[config.mk]
export PLATFORM = sky130hd
export DESIGN_NAME = ex_mem_pipe_stage
export DESIGN_NICKNAME = d
export VERILOG_FILES = /design/src/rtl/ex_mem_pipe_stage.sv
export SDC_FILE = /design/constraint.sdc
export NUM_CORES = 1
export LEC_CHECK = 0
export CAP_MARGIN = 30
export CORE_AREA = 5 5 182 184
export CTS_CLUSTER_SIZE = 16
export DETAILED_ROUTE_END_ITERATION = 10
export DIE_AREA = 0 0 187 189
export PLACE_DENSITY_LB_ADDON = 0.2
export SYNTH_ARGS = -nofsm -noshare
export SYNTH_HDL_FRONTEND = slang
export SYNTH_SLANG_ARGS = --single-unit
[constraint.sdc]
create_clock -name clk -period 2.4 [get_ports clk]
set_input_delay 0.6 -clock clk [delete_from_list [all_inputs] [get_ports clk]]
set_output_delay 0.6 -clock clk [all_outputs]
set_load 0.005 [all_outputs]
[src/rtl/ex_mem_pipe_stage.sv]
// EX->MEM pipeline stage with valid/ready flow control, flush and an optional
// 2-entry skid buffer so MEM can stall without a combinational ready path into EX.
module ex_mem_pipe_stage #(
  parameter int DATA_W = 96,
  parameter int CTRL_W = 12,
  parameter bit SKID   = 1'b1
) (
  input  logic              clk,
  input  logic              reset,
  input  logic              flush,
  input  logic              in_valid,
  output logic              in_ready,
  input  logic [CTRL_W-1:0] in_ctrl,
  input  logic [DATA_W-1:0] in_data,
  output logic              out_valid,
  input  logic              out_ready,
  output logic [CTRL_W-1:0] out_ctrl,
  output logic [DATA_W-1:0] out_data,
  output logic [1:0]        occupancy
);

  typedef enum logic [1:0] {
    EMPTY = 2'd0,
    ONE   = 2'd1,
    FULL  = 2'd2
  } state_t;

  state_t state, state_nxt;
  logic   live;
  logic   in_fire, out_fire;
  logic   load_main_in, load_main_skid, load_skid;

  logic [CTRL_W-1:0] main_ctrl, skid_ctrl;
  logic [DATA_W-1:0] main_data, skid_data;

  // live keeps in_ready low during reset and for the reset cycle itself.
  generate
    if (SKID) begin : g_skid_ready
      assign in_ready = live & (state != FULL);
    end else begin : g_pass_ready
      assign in_ready = live & (~out_valid | out_ready);
    end
  endgenerate

  assign out_valid = (state != EMPTY);
  assign occupancy = state;
  assign in_fire   = in_valid & in_ready;
  assign out_fire  = out_valid & out_ready;
  assign out_ctrl  = out_valid ? main_ctrl : '0;
  assign out_data  = main_data;

  // NOTE: sequential state uses non-blocking (<=) so every register samples
  // pre-edge values regardless of block ordering.
  always_ff @(posedge clk) begin
    if (reset) begin
      state <= EMPTY;
      live  <= 1'b0;
    end else begin
      state <= state_nxt;
      live  <= 1'b1;
    end
  end

  // NOTE: every output of this block gets a default first, so no path can
  // leave a signal unassigned and infer a latch.
  always_comb begin
    state_nxt      = state;
    load_main_in   = 1'b0;
    load_main_skid = 1'b0;
    load_skid      = 1'b0;
    if (flush) begin
      state_nxt = EMPTY;
    end else begin
      case (state)
        EMPTY: begin
          if (in_fire) begin
            load_main_in = 1'b1;
            state_nxt    = ONE;
          end
        end
        ONE: begin
          if (in_fire && (out_fire || !SKID)) begin
            load_main_in = 1'b1;
          end else if (in_fire) begin
            load_skid = 1'b1;
            state_nxt = FULL;
          end else if (out_fire) begin
            state_nxt = EMPTY;
          end
        end
        FULL: begin
          if (out_fire) begin
            load_main_skid = 1'b1;
            state_nxt      = ONE;
          end
        end
        default: state_nxt = EMPTY;
      endcase
    end
  end

  // NOTE: payload registers are cleared by reset so out_data reads zero after
  // reset; otherwise they only load on an accepted entry.
  always_ff @(posedge clk) begin
    if (reset) begin
      main_ctrl <= '0;
      main_data <= '0;
      skid_ctrl <= '0;
      skid_data <= '0;
    end else begin
      if (load_main_in) begin
        main_ctrl <= in_ctrl;
        main_data <= in_data;
      end else if (load_main_skid) begin
        main_ctrl <= skid_ctrl;
        main_data <= skid_data;
      end
      if (load_skid) begin
        skid_ctrl <= in_ctrl;
        skid_data <= in_data;
      end
    end
  end

endmodule

==> flow_metrics.tcl <==
set metrics [dict create \
    synth_mux_area_share_pct 0.1085 \
    required_ns 1.80 \
    end_kind "primary output" \
    path_buf_inv 2 \
    slew_viol_final 0 \
    final_cell_mix "nand2_1, clkdlybuf4s50_1, dfxtp_1" \
    slowest_delay_ns 0.52 \
    tightest_slew_ns 0.5170 \
    start_util_pct 29.54 \
    route.detailed.drc 0 \
    path_class "register to primary output" \
    via_count 8161 \
    ant_nets 0 \
    crit_fanout 13 \
    whs_ns 0.4532 \
    leakagePower_uw 0.004253 \
    slowest_stage "clkdlybuf4s50_1" \
    insertion_delay_ns 0.52 \
    yosys.area_share.xor_xnor_pct 0 \
    placed_cell_area_sq_um 12020 \
    rows 65 \
    ff_latch_area_sq_um 4387 \
    grt_start_max_net_pins 69 \
    fin_crit_sh_pct 96.31 \
    status "complete, no violations" \
    grt_first_pass_wirelength_um 44300 \
    synthesis.nets 1217 \
    rsz0062_at_grt "false" \
    yosysWarnings 0 \
    cts_tree "done" \
    cts_htree_levels 1 \
    pre_cts_ws_ns -0.07172 \
    syn_area_sq_um 9226 \
    die_h_um 189 \
    drive_gt1_share_pct 14.86 \
    finalSetupViolCount 0 \
    syn2layout_area_growth_pct 40.02 \
    cts_buffers 26 \
    hpwl_um 17600 \
    fp.dieW_um 187 \
    max_cap_viol_count 0 \
    fp.dieArea_sq_um 35340 \
    dr.pass1.iters 5 \
    syn-instance-count 1104 \
    grt_usage_pct 14.92 \
    finalHoldViolCount 0 \
    synth_top_family_by_area "simple AND/OR/NAND/NOR gates" \
    layoutNonFillerInstCount 1721 \
    portBuffers 224 \
    layout_commonest_cell "nand2_1" \
    viasPerCell 4.742 \
    yosys.area_share.simple_pct 23.89 \
    antenna_found_initial 1 \
    wl_per_cell_um 15.91 \
    synth.avg_cell_area_sq_um 8.357 \
    power_density_nw_per_um2 655.6 \
    core_sq_um 31230 \
    routed_wl_um 27370 \
    clockBufferDepth 3 \
    startpoint_type "register" \
    yosys_register_bits 219 \
    io_pins 225 \
    clk_pin_slew_ns 0.06 \
    grt-ovfl-total 0 \
    grt_pass1_vias 7989 \
    crit_arrival_ns 1.71 \
    hp-class "register to register" \
    placed_cells 1673 \
    cts_root_buf "clkbuf_16" \
    first_iter_violations 410 \
    fin_area_sq_um 12920 \
    path_delay_family "buffers and inverters" \
    final_net_count 1413 \
    yosysSeqAreaShare_pct 47.52 \
    fin_skew_ns 0.006934 \
    max_freq_mhz 432.6 \
    numClockSinks 219 \
    diodes 0 \
    synth_adder_area_share_pct 0 \
    ir_drop_v 0.0004942 \
    n_fill_cell 3138 \
    place_congestion 0.7315 \
    ys_types 25 \
    relSlewSlack_pct 65.53 \
    fin_ws_ns 0.08853 \
    synth_compound_area_share_pct 23.16 \
    layout_min_cycle_time_ns 2.311 \
    multi_input_area_sq_um 4387 \
    crit_chain "nor2_4, buf_12, nor2b_2, clkdlybuf4s50_1" \
]
## worst min-delay path, stage by stage, from the launching register on
cell,delay [ns]
dfxtp_1,0.30
nand2_1,0.05
a21oi_1,0.05
## where the power goes
| part | internal, uW | switching, uW | leakage (uW) |
|---|---|---|---|
| Clock | 2320 | 1540 | 0.000426 |
| Combinational | 460 | 347 | 0.00205 |
| Sequential | 3740 | 61.7 | 0.00178 |
## cells in the mapped netlist, drive strengths merged
cell type	n	area, sq um
a2111oi	1	8.760
a21oi	108	540.5
a311oi	108	1572
and2	1	6.260
buf	33	242.7
clkbuf	64	240.2
dfxtp	219	4384
inv	2	7.510
mux2i	1	10.01
nand2	434	1629
nand2b	2	12.51
nand4b	1	8.760
nor2	109	409.1
nor2b	13	81.33
nor3	1	5.000
nor3b	1	7.510
nor4	1	21.27
o21a	1	7.510
o22a	1	8.760
or3b	1	8.760
or4	2	15.01
## logic make-up (layout without fill, tap and decap cells)
logic type / count (synthesis) / count (layout)
flops: 219 / 219
buf+inv: 99 / 314
mux: 1 / 1
simple gates: 566 / 566
compound gates: 219 / 219
## layer usage
| layer | up-vias | track usage, % | share of wire, % |
|---|---|---|---|
| met1 | 3838 | 19.21 | 45 |
| met5 | - | 0 | 0.047 |
| met2 | 186 | 25.13 | 47 |
| met3 | 35 | 4.148 | 6.0 |
| met4 | 2 | 3.242 | 1.8 |
| li1 | 4100 | - | - |
## layout make-up
cell class,instances,share of cell area (%)
Sequential cell,219,33.96
Tap cell,402,3.893
Clock inverter,7,0.2906
Timing Repair Buffer,265,21.54
Clock buffer,40,6.305
Multi-Input combinational cell,786,33.96
Inverter,2,0.05811
## registers in the layout, summed over array words and instances, names as in the netlist
name	cells
skid_ctrl	12
out_data	96
skid_data	96
live	1
main_ctrl	12
occupancy	2
## metrics by stage
stage               power [uW]  util, %  setup TNS [ns]
floorplan                 4199        -               0
global placement          4686    38.49          -3.363
detailed placement        4690    38.49          -4.840
CTS                       8627    41.34               0
global route              8862    41.37               0
finish                    8469    41.37               0
## what timing repair did
action	CTS	global route
hold buffers	0	0
hold endpoints to repair	0	0
pin swaps	1	0
buffers inserted	1	0
gates resized for setup	7	4
setup endpoints to repair	14	4
## path summary, 6_finish.rpt
path / depth (start not counted) / start / slack [ns] / end
worst max-delay path: 4 / occupancy[0] / 0.09 / out_ctrl[11]
worst min-delay path: 2 / skid_data[35] / 0.45 / skid_data[35]
worst max register to register: 6 / occupancy[0] / 0.53 / out_data[78]
worst min register to register: 2 / skid_data[35] / 0.45 / skid_data[35]
Power figures use the tool's default switching activity.
